[config.mk]
export PLATFORM = sky130hd
export DESIGN_NAME = ps_decoder
export DESIGN_NICKNAME = d
export VERILOG_FILES = /design/src/rtl/ps_decoder.sv
export SDC_FILE = /design/constraint.sdc
export NUM_CORES = 1
export LEC_CHECK = 0
export CAP_MARGIN = 20
export CORE_MARGIN = 10
export CORE_UTILIZATION = 50
export DETAILED_ROUTE_END_ITERATION = 6
export HOLD_SLACK_MARGIN = 0.03
export PLACE_DENSITY_LB_ADDON = 0.08
export RECOVER_POWER = 100
export REMOVE_ABC_BUFFERS = 1
export SLEW_MARGIN = 5
export SYNTH_ARGS = -nofsm -noshare
export SYNTH_HDL_FRONTEND = slang
export SYNTH_SLANG_ARGS = --single-unit
[constraint.sdc]
create_clock -name clk -period 9.4 [get_ports clk]
set_input_delay 1.41 -clock clk [delete_from_list [all_inputs] [get_ports clk]]
set_output_delay 1.41 -clock clk [all_outputs]
set_load 0.005 [all_outputs]
[src/rtl/ps_decoder.sv]
// ps_decoder: power-stage receiver for the rocking-motor drive link.
// Decodes the PWM lines PSfreq/PSamp back into 3-bit levels. Each frame starts
// on a rising edge, has a period of 9*UNIT and a high time of (L+1)*UNIT.
// Checks high time, period and link timeout, and reports framing errors.
//
// Ports:
//   clk        system clock
//   reset      synchronous, active-low reset
//   PSfreq     asynchronous frequency PWM line
//   PSamp      asynchronous amplitude PWM line
//   freq/amp   last accepted level per channel
//   freqValid  frequency channel locked, last frame good
//   ampValid   amplitude channel locked, last frame good
//   freqNew    one-cycle strobe on frequency commit
//   ampNew     one-cycle strobe on amplitude commit
//   error      one-cycle pulse on any framing error or timeout (both channels)
//
// TOL must be less than UNIT/2 so that the level windows do not overlap.

// ps_channel: one line's synchronizer, edge detector and frame checker.
// Ports: clk, reset (sync active-low), line (async input), level/valid/strobe
// (registered results), err_c (combinational error condition for this cycle).
module ps_channel #(
   parameter int unsigned UNIT = 1000,
   parameter int unsigned TOL  = 50
) (
   input  logic       clk,
   input  logic       reset,
   input  logic       line,
   output logic [2:0] level,
   output logic       valid,
   output logic       strobe,
   output logic       err_c
);

   localparam int unsigned FRAME = 9 * UNIT;
   localparam int unsigned TMO   = 2 * FRAME;
   localparam int unsigned CW    = $clog2(TMO + 2);

   localparam logic [CW-1:0] CMAX = '1;
   localparam logic [CW-1:0] HMAX = CW'(8 * UNIT + TOL);
   localparam logic [CW-1:0] PLO  = CW'(FRAME - TOL);
   localparam logic [CW-1:0] PHI  = CW'(FRAME + TOL);
   localparam logic [CW-1:0] TLIM = CW'(TMO);

   localparam logic [1:0] WAIT_RISE = 2'd0;
   localparam logic [1:0] HIGH      = 2'd1;
   localparam logic [1:0] LOW       = 2'd2;

   logic          s1, s2, prev, arm;
   logic [1:0]    fill;
   logic          rise_c, fall_c;

   logic [1:0]    state, state_n;
   logic [CW-1:0] hcnt, hcnt_n, pcnt, pcnt_n;
   logic [CW-1:0] hmeas_c, pmeas_c;
   logic [2:0]    level_n, hlvl_c;
   logic          valid_n, strobe_n, hit_c;

   // Synchronizer and edge detector. arm holds off rising edges until the
   // synchronized line has been seen low after reset, so a line that is
   // already high at release must go low and high again first.
   always_ff @(posedge clk) begin
      if (!reset) begin
         s1   <= 1'b0;
         s2   <= 1'b0;
         prev <= 1'b0;
         fill <= 2'b00;
         arm  <= 1'b0;
      end else begin
         s1   <= line;
         s2   <= s1;
         prev <= s2;
         fill <= {fill[0], 1'b1};
         arm  <= arm | (fill[1] & ~s2);
      end
   end

   assign rise_c = s2 & ~prev & arm;
   assign fall_c = ~s2 & prev;

   // Counters hold clocks elapsed minus one; the measured value includes the
   // current cycle and saturates.
   assign hmeas_c = (hcnt == CMAX) ? CMAX : hcnt + CW'(1);
   assign pmeas_c = (pcnt == CMAX) ? CMAX : pcnt + CW'(1);

   // Map the measured high time onto a level window.
   always_comb begin
      hit_c  = 1'b0;
      hlvl_c = 3'd0;
      for (int l = 0; l < 8; l++) begin
         if (hmeas_c >= CW'((l + 1) * UNIT - TOL) &&
             hmeas_c <= CW'((l + 1) * UNIT + TOL)) begin
            hit_c  = 1'b1;
            hlvl_c = 3'(l);
         end
      end
   end

   // State and output registers.
   always_ff @(posedge clk) begin
      if (!reset) begin
         state  <= WAIT_RISE;
         hcnt   <= '0;
         pcnt   <= '0;
         level  <= 3'd0;
         valid  <= 1'b0;
         strobe <= 1'b0;
      end else begin
         state  <= state_n;
         hcnt   <= hcnt_n;
         pcnt   <= pcnt_n;
         level  <= level_n;
         valid  <= valid_n;
         strobe <= strobe_n;
      end
   end

   // Next-state and output logic.
   always_comb begin
      state_n  = state;
      hcnt_n   = hcnt;
      pcnt_n   = pcnt;
      level_n  = level;
      valid_n  = valid;
      strobe_n = 1'b0;
      err_c    = 1'b0;

      case (state)
         WAIT_RISE: begin
            if (rise_c) begin
               hcnt_n  = '0;
               pcnt_n  = '0;
               state_n = HIGH;
            end
         end
         HIGH: begin
            hcnt_n = hmeas_c;
            pcnt_n = pmeas_c;
            if (fall_c) begin
               if (hit_c) begin
                  level_n  = hlvl_c;
                  valid_n  = 1'b1;
                  strobe_n = 1'b1;
                  state_n  = LOW;
               end else begin
                  err_c   = 1'b1;
                  valid_n = 1'b0;
                  state_n = WAIT_RISE;
               end
            end else if (hmeas_c > HMAX) begin
               err_c   = 1'b1;
               valid_n = 1'b0;
               state_n = WAIT_RISE;
            end
         end
         LOW: begin
            pcnt_n = pmeas_c;
            if (rise_c) begin
               // A bad period still starts a new frame on this edge.
               if (pmeas_c < PLO || pmeas_c > PHI) begin
                  err_c   = 1'b1;
                  valid_n = 1'b0;
               end
               hcnt_n  = '0;
               pcnt_n  = '0;
               state_n = HIGH;
            end
         end
         default: state_n = WAIT_RISE;
      endcase

      // Link loss overrides everything else and drops the level.
      if (state != WAIT_RISE && pmeas_c >= TLIM) begin
         err_c    = 1'b1;
         valid_n  = 1'b0;
         strobe_n = 1'b0;
         level_n  = 3'd0;
         state_n  = WAIT_RISE;
      end
   end

endmodule

// Top: two independent channels sharing only the registered error pulse.
module ps_decoder #(
   parameter int unsigned UNIT = 1000,
   parameter int unsigned TOL  = 50
) (
   input  logic       clk,
   input  logic       reset,
   input  logic       PSfreq,
   input  logic       PSamp,
   output logic [2:0] freq,
   output logic [2:0] amp,
   output logic       freqValid,
   output logic       ampValid,
   output logic       freqNew,
   output logic       ampNew,
   output logic       error
);

   logic freq_err_c, amp_err_c;

   ps_channel #(.UNIT(UNIT), .TOL(TOL)) u_freq (
      .clk    (clk),
      .reset  (reset),
      .line   (PSfreq),
      .level  (freq),
      .valid  (freqValid),
      .strobe (freqNew),
      .err_c  (freq_err_c)
   );

   ps_channel #(.UNIT(UNIT), .TOL(TOL)) u_amp (
      .clk    (clk),
      .reset  (reset),
      .line   (PSamp),
      .level  (amp),
      .valid  (ampValid),
      .strobe (ampNew),
      .err_c  (amp_err_c)
   );

   // Simultaneous channel errors merge into one pulse.
   always_ff @(posedge clk) begin
      if (!reset) begin
         error <= 1'b0;
      end else begin
         error <= freq_err_c | amp_err_c;
      end
   end

endmodule

==> flow_metrics.py <==
metrics = {
    "status": {
        "status": "complete, but fails checks",
        "violations": "max-capacitance violations, max-slew violations",
    },
    "worst_setup_path": {
        "rrSetupSlack_ns": 4.52,
        "rr_endpoint": "u_amp.valid$_SDFFE_PP0P_",
        "reg2regPathDepth": 10,
        "path_delay_family": "simple AND/OR/NAND/NOR gates",
        "cp_max_fo": 19,
        "crit_chain": "ha_1 -> and2_0 -> nand3_1 -> nor3_1 -> nor4_1 -> o31a_1 -> a21oi_1 -> nor4b_1 -> nand3_1 -> a31o_2",
        "cp.arrival_ns": 5.12,
        "startpoint_type": "register",
        "path_buf_inv": 0,
        "cp.required_ns": 9.64,
        "endpoint_kind": "register",
        "cp_slowest_stage_delay_ns": 0.86,
        "crit_path_frequent_cell": "nand3_1",
        "cp_slowest_cell": "nor3_1",
        "reg2reg_from": "u_amp.hcnt[0]$_SDFFE_PN0P_",
        "critPathKind": "reg2reg",
    },
    "placement": {
        "io_buffers": 14,
        "place_ws_ns": 5.37,
        "hpwl_mm": 16.2,
        "gp_congestion": 0.961,
    },
    "cts": {
        "clock-root-buffer": "clkbuf_16",
        "cts_sinks": 85,
        "ctsResizeCount": 0,
        "clkLatencyLatePin_ns": 0.36,
        "cts_tree": "built",
        "numCtsBuffers": 9,
        "hold_buffers": 0,
        "htreeDepth": 3,
        "cts.path.max_buffers": 2,
        "clk_pin_slew_ns": 0.07,
        "post-cts-setup-buffers": 0,
    },
    "synthesis": {
        "netlist-cell-type-count": 82,
        "synth_area_mm2": 0.00747,
        "synth-async-reset-ratio_pct": 0,
        "ys_seq_elements": 85,
        "synth_cells": 1070,
        "synth_seq_area_share_pct": 22.8,
        "ys.warnings.count": 0,
        "synthFlopType": "dfxtp_1",
        "synth_edf_count": 0,
        "synth_area_per_cell_um2": 6.98,
    },
    "sta": {
        "period_share_pct": 51.9,
        "setup_slack_ns": 4.52,
        "slew_headroom_pct": -28.6,
        "worst_pin_slew_ns": 1.93,
        "clock.fmax_mhz": 205,
        "setup_violations": 0,
        "final.min_clock_period_ns": 4.88,
        "final_max_slew_viol_count": 39,
        "tns_ns": 0,
        "rsz0062_at_grt": "no",
        "skew_ns": 0.0149,
        "hold_viol": 0,
        "fin_hold_ws_ns": 0.445,
    },
    "layout": {
        "areaGrowthSynthToFinish_pct": 5.27,
        "final_cell_mix": "107 x a21oi_1, 102 x nand2_1, 86 x nor2_1, 85 x dfxtp_1, 80 x o21ai_0",
        "fin_nets": 1039,
        "final_core_util_pct": 53.9,
        "final_common_cell": "a21oi_1",
        "drive_above_1_share_pct": 3.90,
        "antenna_cells": 0,
    },
    "pwr": {
        "leakage_nw": 2.60,
        "p_per_area_mw_per_mm2": 101,
        "irDropWorstVdd_mv": 0.0827,
    },
    "routing": {
        "vias": 8129,
        "antenna_left": 0,
        "first_iter_violations": 973,
        "wl_per_cell_um": 18.8,
        "dr.pass1.iters": 5,
        "route.detailed.drc": 0,
        "viasPerCell": 6.72,
        "wirelength_mm": 22.8,
    },
    "global_routing": {
        "grt_pass1_vias": 7130,
        "gr-total-overflow": 0,
        "grt_pass1_wl_mm": 37.0,
        "grt_max_degree": 39,
        "antenna_found_initial": 0,
        "grt_use_total_pct": 22.0,
    },
    "die": {
        "row_count": 44,
        "die_y_um": 142,
        "die_area_mm2": 0.0202,
        "design.portCount": 15,
        "core_area_mm2": 0.0146,
        "die_x_um": 142,
        "start_util_pct": 51.2,
    },
    "min_path": {
        "hp-class": "reg2reg",
        "holdCritStartpoint": "u_freq.fill[0]$_DFF_P_",
        "min_to": "u_freq.fill[1]$_SDFF_PN0_",
        "worstHoldPathCells": 1,
    },
    "flow_run": {
        "cap_violations": 1,
    },
}
flip-flops by register name, indices dropped and copies added (netlist names), 2 cells and up:
register,count
u_amp.pcnt,15
u_amp.hcnt,15
u_freq.level,3
u_freq.fill,2
u_amp.state,2
u_freq.pcnt,15
u_freq.state,2
u_amp.level,3
u_freq.hcnt,15
cell families (layout without fill, tap and decap cells):
kind of cell	after synthesis	after routing	share of synthesized area, %
simple gates	441	441	30.5
mux	11	11	1.52
buf+inv	110	66	5.71
fa+ha+maj	14	14	2.34
xor+xnor	45	45	5.27
compound gates	364	364	31.8
flops	85	85	22.8
power breakdown:
part	switching, W	internal [W]
sequential	0.00000250	0.000363
combinational	0.0000268	0.0000102
clock	0.000166	0.000223
per-layer routing:
metal / vias to the layer above / part of all wire (%) / global-route usage (%)
met5: - / 0 / 0
li1: 3920 / - / -
met3: 57 / 9.2 / 4.51
met2: 394 / 42 / 31.3
met1: 3758 / 46 / 32.1
met4: 0 / 2.3 / 6.83
layout make-up:
type | instances | area (um2)
Multi-Input combinational cell | 875 | 5330
Clock buffer | 12 | 256
Fill cell | 1420 | 6720
Clock inverter | 4 | 55.1
Timing Repair Buffer | 18 | 170
Sequential cell | 85 | 1700
Tap cell | 184 | 230
Inverter | 32 | 120
metrics by stage:
| step | cells | total power, W | cell area [um2] |
|---|---|---|---|
| after global routing | 1210 | 0.000818 | 7870 |
| after detailed placement | 1193 | 0.000410 | 7560 |
| after global placement | 1193 | 0.000410 | 7560 |
| final | 1210 | 0.000791 | 7870 |
| after CTS | 1209 | 0.000799 | 7870 |
| after floorplan | 992 | 0.000397 | 7170 |
synthesized netlist by cell type, drive strengths merged (4+ instances only):
cell type | instances | area, um2
nor4 | 16 | 100
a311oi | 8 | 70.1
o2111ai | 5 | 43.8
or3 | 8 | 50.1
nand2b | 10 | 62.6
xnor2 | 27 | 236
nor2 | 86 | 323
and3b | 4 | 35.0
o311ai | 5 | 43.8
nand2 | 102 | 383
o31ai | 14 | 105
nand3b | 9 | 67.6
o22ai | 5 | 31.3
a31o | 6 | 52.6
o211ai | 6 | 45.0
o21ai | 82 | 410
clkbuf | 68 | 255
and3 | 22 | 138
and4 | 9 | 78.8
nand3 | 62 | 310
dfxtp | 85 | 1700
a21oi | 107 | 536
ha | 14 | 175
inv | 32 | 120
a21bo | 4 | 40.0
a2111oi | 6 | 52.6
a211oi | 11 | 82.6
a21o | 9 | 67.6
o21a | 14 | 105
or4 | 8 | 63.8
a22oi | 13 | 97.6
a31oi | 15 | 109
buf | 10 | 51.3
nor3 | 29 | 155
o21bai | 5 | 37.5
or2 | 6 | 37.5
a32oi | 6 | 52.6
nand4 | 30 | 194
o221ai | 6 | 52.6
nor2b | 8 | 50.1
and2 | 21 | 131
mux2i | 8 | 80.1
xor2 | 18 | 158
how the worst max path moves through the flow:
stage	cells after the start	to	startpoint	slack, ns
after global routing	10	u_amp.valid$_SDFFE_PP0P_	u_amp.hcnt[0]$_SDFFE_PN0P_	4.22
after global placement	10	u_amp.valid$_SDFFE_PP0P_	u_amp.hcnt[0]$_SDFFE_PN0P_	5.42
final	10	u_amp.valid$_SDFFE_PP0P_	u_amp.hcnt[0]$_SDFFE_PN0P_	4.52
after CTS	10	u_amp.level[0]$_SDFFE_PP0P_	u_amp.hcnt[0]$_SDFFE_PN0P_	5.30
after floorplan	10	u_amp.level[0]$_SDFFE_PP0P_	u_amp.hcnt[0]$_SDFFE_PN0P_	5.87
after detailed placement	10	u_amp.level[0]$_SDFFE_PP0P_	u_amp.hcnt[0]$_SDFFE_PN0P_	5.37
Note: power is estimated with default switching activity, not from simulation.
